[src/rtl/sort_stream_adapter_pkg.sv]
// Shared types and default sizing for the sorter stream adapter.
package sort_pkg;

  localparam int DEPTH  = 8;
  localparam int DATA_W = 8;
  localparam int ADDR_W = 3;

  typedef enum logic [2:0] {
    LOAD,
    START,
    SORT,
    RD_ADDR,
    RD_CAP,
    SEND
  } state_t;

endpackage

[src/rtl/sort_stream_adapter.sv]
// Streams a batch of DEPTH elements into the selection sorter, triggers it,
// then streams the sorted contents back out with a last flag.
module sort_stream_adapter #(
  parameter int DATA_W = sort_pkg::DATA_W,
  parameter int DEPTH  = sort_pkg::DEPTH,
  parameter int ADDR_W = sort_pkg::ADDR_W
) (
  input  logic              clk,
  input  logic              nrst,
  input  logic              in_valid,
  output logic              in_ready,
  input  logic [DATA_W-1:0] in_data,
  output logic              out_valid,
  input  logic              out_ready,
  output logic [DATA_W-1:0] out_data,
  output logic              out_last,
  output logic              busy,
  output logic              srt_start,
  output logic              srt_wr,
  output logic [ADDR_W-1:0] srt_addr,
  output logic [DATA_W-1:0] srt_datain,
  input  logic [DATA_W-1:0] srt_dataout,
  input  logic              srt_ready
);

  import sort_pkg::*;

  localparam logic [ADDR_W:0] CNT_LAST = (ADDR_W+1)'(DEPTH-1);

  state_t              r_state;
  state_t              w_state_nxt;
  logic [ADDR_W:0]     r_cnt;
  logic                r_out_valid;
  logic                r_out_last;
  logic [DATA_W-1:0]   r_out_data;
  logic                w_in_fire;
  logic                w_out_fire;
  logic                w_cnt_last;

  assign w_cnt_last = (r_cnt == CNT_LAST);
  assign in_ready   = (r_state == LOAD) && srt_ready;
  assign w_in_fire  = in_valid && in_ready;
  assign w_out_fire = (r_state == SEND) && r_out_valid && out_ready;

  assign srt_wr     = w_in_fire;
  assign srt_start  = (r_state == START);
  assign srt_addr   = r_cnt[ADDR_W-1:0];
  assign srt_datain = in_data;
  assign busy       = (r_state != LOAD);

  assign out_valid  = r_out_valid;
  assign out_data   = r_out_data;
  assign out_last   = r_out_last;

  always_ff @(posedge clk or negedge nrst) begin
    if (!nrst) r_state <= LOAD;
    else       r_state <= w_state_nxt;
  end

  always_comb begin
    w_state_nxt = r_state;
    case (r_state)
      LOAD:    if (w_in_fire && w_cnt_last) w_state_nxt = START;
      START:   w_state_nxt = SORT;
      SORT:    if (srt_ready) w_state_nxt = RD_ADDR;
      RD_ADDR: w_state_nxt = RD_CAP;
      RD_CAP:  w_state_nxt = SEND;
      SEND:    if (w_out_fire) w_state_nxt = w_cnt_last ? LOAD : RD_ADDR;
      default: w_state_nxt = LOAD;
    endcase
  end

  // srt_dataout is registered in the sorter: RD_ADDR presents the address,
  // RD_CAP takes the data one cycle later.
  always_ff @(posedge clk or negedge nrst) begin
    if (!nrst) begin
      r_cnt       <= '0;
      r_out_valid <= 1'b0;
      r_out_last  <= 1'b0;
      r_out_data  <= '0;
    end else begin
      case (r_state)
        LOAD: begin
          if (w_in_fire) r_cnt <= w_cnt_last ? '0 : r_cnt + 1'b1;
        end
        RD_CAP: begin
          r_out_data  <= srt_dataout;
          r_out_valid <= 1'b1;
          r_out_last  <= w_cnt_last;
        end
        SEND: begin
          if (w_out_fire) begin
            r_out_valid <= 1'b0;
            if (w_cnt_last) begin
              r_cnt      <= '0;
              r_out_last <= 1'b0;
            end else begin
              r_cnt <= r_cnt + 1'b1;
            end
          end
        end
        default: ;
      endcase
    end
  end

endmodule

[config.mk]
export PLATFORM = sky130hd
export DESIGN_NAME = sort_stream_adapter
export DESIGN_NICKNAME = d
export VERILOG_FILES = /design/src/rtl/sort_stream_adapter_pkg.sv /design/src/rtl/sort_stream_adapter.sv
export SDC_FILE = /design/constraint.sdc
export NUM_CORES = 1
export LEC_CHECK = 0
export ABC_CLOCK_PERIOD_IN_PS = 2800
export CAP_MARGIN = 20
export CORE_ASPECT_RATIO = 1.5
export CORE_UTILIZATION = 42
export CTS_CLUSTER_SIZE = 8
export DETAILED_ROUTE_END_ITERATION = 10
export HOLD_SLACK_MARGIN = 0.03
export PLACE_DENSITY = 0.84
export SLEW_MARGIN = 15
export SYNTH_ARGS = -nofsm -noshare
export SYNTH_HDL_FRONTEND = slang
export SYNTH_SLANG_ARGS = --single-unit
export TNS_END_PERCENT = 5
[constraint.sdc]
create_clock -name clk -period 2.8 [get_ports clk]
set_input_delay 0.56 -clock clk [delete_from_list [all_inputs] [get_ports clk]]
set_output_delay 0.56 -clock clk [all_outputs]
set_load 0.1 [all_outputs]
# ---- Word-level counts from Yosys, hierarchy flattened
# Index checks and enable logic that the tools add are counted.
dict set report op_classes {
  add_sub_neg 1
  mux 14
  n_eq_ne 11
  reduce_logical 13
}
# operator n
set ops {}
lappend ops {{$pmux W3 S6} 1}
lappend ops {{$mux W4} 3}
lappend ops {{$mux W3} 3}
lappend ops {{$reduce_and A3 Y1} 3}
lappend ops {{$ne A2 B2 Y1 const B} 4}
lappend ops {{$pmux W4 S2} 1}
lappend ops {{$eq A3 B2 Y1 const B} 2}
lappend ops {{$eq A3 B3 Y1 const B} 2}
lappend ops {{$logic_and A1 B1 Y1} 5}
lappend ops {{$add A4 B1 Y4 const B} 1}
lappend ops {{$eq A4 B3 Y1 const B} 1}
lappend ops {{$pmux W1 S2} 2}
lappend ops {{$reduce_bool A2 Y1} 2}
lappend ops {{$eq A3 B1 Y1 const B} 1}
lappend ops {{$logic_not A3 Y1} 1}
lappend ops {{$mux W1} 3}
lappend ops {{$reduce_bool A3 Y1} 1}
lappend ops {{$mux W2} 1}
lappend ops {{$ne A2 B1 Y1 const B} 1}
lappend ops {{$reduce_and A2 Y1} 1}
dict set report word_totals {
  reg_bits 17
}

# ---- Logic depth before layout (Yosys ltp)
# Gate-level depths: netlist (run 1).
dict set report logic_depth {
  depth_word 6
  ltp_mapped 6
}

# ---- Least setup slack after synthesis (run 1)
# Ideal clock, no wire load.
dict set report synth_timing {
  path_kind {flip-flop to output port}
  startpoint {register r_state[0]}
  endpoint {output port srt_start}
  arrival_time_ns 2.852
  path_slack_ns -0.612
  path_stages_with_launch 3
  t_required_ns 2.240
  n_path_buf 1
  path_cell_list {dfrtp_1 -> clkbuf_1 -> nor3b_1}
}
dict set report synth_between {
  elab_chain_len 1
}
# element line
set synth_lines {}
lappend synth_lines {{from (decl)} sort_stream_adapter.sv:30} ;# state_t r_state;
lappend synth_lines {{from (signal assigned)} sort_stream_adapter.sv:57} ;# else r_state <= w_state_nxt;
lappend synth_lines {{$eq A3 B1 Y1} sort_stream_adapter.sv:46} ;# assign srt_start = (r_state == START);
lappend synth_lines {{to (decl)} sort_stream_adapter.sv:18} ;# output logic srt_start,
# Every way passes these cells.

# ---- Final worst setup path (run 1)
dict set report layout_timing {
  startpoint {register r_state[0]}
  endpoint {output port srt_wr}
}
dict set report layout_between {
  elab_chain_len 3
}
# element line
set layout_lines {}
lappend layout_lines {{$logic_not A3 Y1} sort_stream_adapter.sv:41} ;# assign in_ready = (r_state == LOAD) && srt_ready;
lappend layout_lines {{$logic_and A1 B1 Y1} sort_stream_adapter.sv:41}
lappend layout_lines {{$logic_and A1 B1 Y1} sort_stream_adapter.sv:42} ;# assign w_in_fire = in_valid && in_ready;
lappend layout_lines {{to (decl)} sort_stream_adapter.sv:19} ;# output logic srt_wr,
# Every way passes these cells.

==> flow_summary.ini, run 1 <==
[yosys]
syn_area_um2 = 901
yosys.area.top_type = dfrtp_1
syn_inst = 82
synth_top_family_by_area = simple AND/OR/NAND/NOR gates
yosysUniqueCellTypes = 26
synth.area.top_cells = dfrtp_1, mux2_2, buf_4
synth-xor-area-share = 0.0194
yosysTopAreaCellShare = 0.472
avgSynthCellArea_um2 = 11.0
yosys.area_share.adder = 0.0139
synthMuxAreaShare = 0.136
async_flop_share = 1.00
yosysWarnings = 0
synth_compound_gate_area_share = 0.0903
ys.flop_type = dfrtp_1
synth_nets = 104
synth-seq-area-share = 0.472
yosysMostFrequentCell = dfrtp_1
ys_ff_latch = 17
synthSimpleGateAreaFrac = 0.138
synth.top_cells.by_count = dfrtp_1, buf_4, nand2_1, mux2_2, nor2_1
synth_edf_count = 0

[timing]
clock_skew_ns = 0.00270
setup_viol = 0
finalCritPeriodShare = 0.815
drv_slew = 0
rsz0062_at_grt = false
hold_viol = 0
tightestPinTransition_ns = 0.742
relSlewSlack = 0.504
timing.fmax_mhz = 438
layout_min_cycle_time_ns = 2.28

[critical_path]
crit_path_start_kind = flip-flop
cp_cell_sequence = or3_1 > nor2_1 > buf_12
crit_path_max_fanout = 12
critPathArrivalTime_ns = 1.72
crit_slowest_cell = dfrtp_1
critPathCaptureType = output port
critPathKind = reg -> out
required_ns = 2.24
slowest_delay_ns = 0.51

[global_route]
gr-total-overflow = 0
grt_pass1_vias = 586
grt_first_pass_wirelength_um = 2400
grtUsageTotal = 0.147
grt_max_degree = 18
antenna_found_initial = 0

[floorplanning]
fp.dieH_um = 58.7
start_util = 0.444
dieArea_mm2 = 0.00234
num_rows = 20
ios = 46
core_area_mm2 = 0.00203
die_x_um = 39.8

[detailed_routing]
via_per_inst = 5.26
drt_iter0_drc = 7
vias = 647
drt_first_pass_iters = 4
routed_wl_um = 1510
ant_nets = 0
remaining_drc_errors = 0
avgRoutedWirePerCell_um = 12.2

[cts]
hold_buffers = 0
cts_sinks = 17
cts.clk_slew.worst_paths_ns = 0.09
clk_path_buf_depth = 2
clock-root-buffer = clkbuf_4
worstSkewPairLatency_ns = 0.28
numCtsBuffers = 3
ctsResizeCount = 0
cts_tree = done
postCtsSetupRepairBufs = 0
h-tree-depth = 1

[place]
hpwl_um = 1190
place_area_mm2 = 0.00110
routabilityCongestion = 0.699
io_buffers = 29

[layout]
num_antenna_cells = 0
synthToLayoutAreaGrowth_pct = 25.0
nets = 124
fill_cells = 185
seqCellArea_um2 = 425
drive_gt1_frac = 0.307
multiInputGateArea_um2 = 363
design_area_mm2 = 0.00113

[hold_path]
hp-class = reg -> reg

[run]
cap_violations = 0

[status]
status = complete, no violations
per-stage QoR:
step                std cells  hold WS (ns)  setup slack (ns)  setup TNS, ns   util
finish                    123         0.518             0.517              0  0.556
global route              123         0.539             0.454              0  0.556
CTS                       123         0.526             0.498              0  0.556
detailed placement        119         0.500             0.631              0  0.543
global placement          119         0.492             0.681              0  0.543
floorplan                  82         0.264           -0.0875         -0.161      -
path summary, 6_finish.rpt:
check	startpoint	end	slack, ns	cells after the start
min reg2reg	out_data[3]	out_data[3]	0.52	1
min	out_data[3]	out_data[3]	0.52	1
max in group asynchronous	nrst	out_last	1.63	1
min in group asynchronous	nrst	out_data[6]	0.71	1
max reg2reg	r_state[0]	r_cnt[3]	0.99	4
max	r_state[0]	srt_wr	0.52	3
per-layer routing:
layer,track usage,up-vias,share of wire,wire [µm]
met5,0,-,0,0
met1,0.183,309,0.43,644
met2,0.230,28,0.50,747
met3,0.0377,2,0.064,96
li1,-,308,-,-
met4,0.0690,0,0.011,16
kinds of logic (layout without fill, tap and decap cells):
group           count (synthesis)  count (layout)
simple gates                   25              25
xor+xnor                        2               2
compound gates                 10              10
flops                          17              17
mux                            11              11
fa+ha+maj                       1               1
buf+inv                        16              35
worst max-delay path, delay by kind of cell (launching register included):
family	cells	cell delay, ns
flip-flops	1	0.51
AND/OR/NAND/NOR	2	0.71
buffers and inverters	1	0.21
state kept, by name (all words and copies together) (netlist names):
register and count:
r_state 3, out_last 1, r_cnt 4, out_data 8
out_valid 1
placed cells by master (no fill, tap or decap), drive strengths merged, types with 3 or more instances in the layout:
| master | netlist | layout |
|---|---|---|
| buf | 14 | 18 |
| dfrtp | 17 | 17 |
| clkdlybuf4s50 | 0 | 12 |
| mux2 | 10 | 10 |
| nand2 | 9 | 9 |
| nor2 | 6 | 6 |
| clkbuf | 1 | 4 |
| nor2b | 3 | 3 |
| o21ai | 3 | 3 |
final cells by class:
cell class	instances	area share
Clock buffer	4	0.0233
Tap cell	22	0.0244
Inverter	1	0.00333
Timing Repair Buffer	30	0.249
Sequential cell	17	0.378
Multi-Input combinational cell	49	0.322
Power of run 1 is not shown: default switching activity piles up to over one toggle a cycle in this logic, so the estimate is an artifact.
==> run 2, diff against run 1 <==
- ABC_CLOCK_PERIOD_IN_PS: 2800 -> 2200
- CORE_UTILIZATION: 42 -> 39
- PLACE_DENSITY: 0.84 -> 0.79
- clock period: 2.8 -> 2.2 ns (I/O delays scaled with it)
==> run 2 against run 1 <==
Against the previous run: via count increased by 2.3%; non-clock buffer count is 3 higher; die area increased by 7.4%; sequential cell count stayed put; worst hold slack got worse by 0.060 ns; sequential share of layout area fell by 2.1 points; critical endpoint unchanged; largest cell class unchanged.
==> flow_summary.ini, run 2 (synthesis results as in run 1) <==
[status]
status = complete, no violations

[detailed_routing]
drt_first_pass_iters = 4
wl_met1_um = 684
remaining_drc_errors = 0
via_per_inst = 5.21
avgRoutedWirePerCell_um = 13.4
dr.max_layer_used = met4
drt_iter0_drc = 3
vias = 662
met2WireLength_um = 884
wl_met3_um = 101
ant_nets = 0
routed_wl_um = 1700

[cts]
postCtsSetupRepairBufs = 0
h-tree-depth = 1
cts_sinks = 17
cts_tree = done
cts.clk_slew.worst_paths_ns = 0.10
clock-root-buffer = clkbuf_4
numCtsBuffers = 3
worstSkewPairLatency_ns = 0.29
clk_path_buf_depth = 2
hold_buffers = 0

[global_route]
gr-total-overflow = 0
antenna_found_initial = 0
grt_max_degree = 18
grt_pass1_vias = 673
grtUsageTotal = 0.157
grt_first_pass_wirelength_um = 2630

[critical_path]
critPathKind = reg -> out
critPathArrivalTime_ns = 1.62
required_ns = 1.76
crit_path_start_kind = flip-flop
crit_path_max_fanout = 8
r2r_slack_ns = 0.43
critPathCaptureType = output port

[place]
hpwl_um = 1300
place_area_mm2 = 0.00116
io_buffers = 29
routabilityCongestion = 0.755

[layout]
design_area_mm2 = 0.00119
nets = 127
num_antenna_cells = 0
fill_cells = 207
drive_gt1_frac = 0.356
layout_common_cells = dfrtp_1, buf_4, clkdlybuf4s50_1
synthToLayoutAreaGrowth_pct = 32.2
largest_reg_flops = 8

[floorplanning]
dieArea_mm2 = 0.00251
die_x_um = 41.2
ios = 46
num_rows = 21
start_util = 0.408
fp.dieH_um = 60.9
core_area_mm2 = 0.00221

[timing]
clock_skew_ns = 0.00823
drv_slew = 0
setup_viol = 0
finalCritPeriodShare = 0.938
tightestPinTransition_ns = 0.300
layout_min_cycle_time_ns = 2.06
timing.fmax_mhz = 485
hold_viol = 0
rsz0062_at_grt = false
relSlewSlack = 0.800

[run]
cap_violations = 0

[hold_path]
hp-class = in -> async
==> run 2: cell types whose count changed in the layout (fill, tap and decap cells not counted), sizes merged <==
cell / change
buf: +3
==> run 2: layout make-up <==
cell class,count,area [µm²],share of cell area
flip-flops and latches,17,425,0.357
multi-input cells,49,379,0.318
repair buffers,33,328,0.275
well taps,23,28.8,0.0242
clock buffers,4,26.3,0.0221
inverters,1,3.75,0.00315
==> run 2: critical path, stage by stage, from the launching register on <==
cell and delay (ns):
dfrtp_1 0.49, or3_4 0.49, nor2_2 0.17, buf_12 0.19
==> run 2: metal layers <==
layer | GRT usage | vias up
met5 | 0 | -
met4 | 0.0968 | 0
met3 | 0.0403 | 5
met2 | 0.250 | 26
met1 | 0.180 | 316
li1 | - | 315
==> run 2: path summary, 6_finish.rpt <==
check	start	to	depth (start not counted)
hold reg to reg	out_data[5]	out_data[5]	1
hold / removal	nrst	out_data[1]	2
max in group asynchronous	nrst	out_data[4]	2
min in group clk	out_data[5]	out_data[5]	1
setup / recovery	r_state[2]	srt_wr	3
setup reg to reg	r_state[2]	r_cnt[3]	4
==> run 2: metrics by stage <==
| stage | setup slack (ns) | std cells | util | setup TNS (ns) | hold slack, ns |
|---|---|---|---|---|---|
| after CTS | 0.0116 | 127 | 0.537 | 0 | 0.458 |
| after floorplan | -0.109 | 82 | - | -0.198 | 0.144 |
| after global routing | 0.0667 | 127 | 0.540 | 0 | 0.468 |
| after global placement | 0.353 | 123 | 0.526 | 0 | 0.490 |
| after detailed placement | 0.317 | 123 | 0.526 | 0 | 0.501 |
| final | 0.136 | 127 | 0.540 | 0 | 0.459 |
==> run 2: timing repair <==
item / CTS / global route
resized for setup: 0 / 1
setup endpoints to repair: 0 / 2
endpoints found under the hold margin: 0 / 0
Power of run 2 is left out for the same reason.
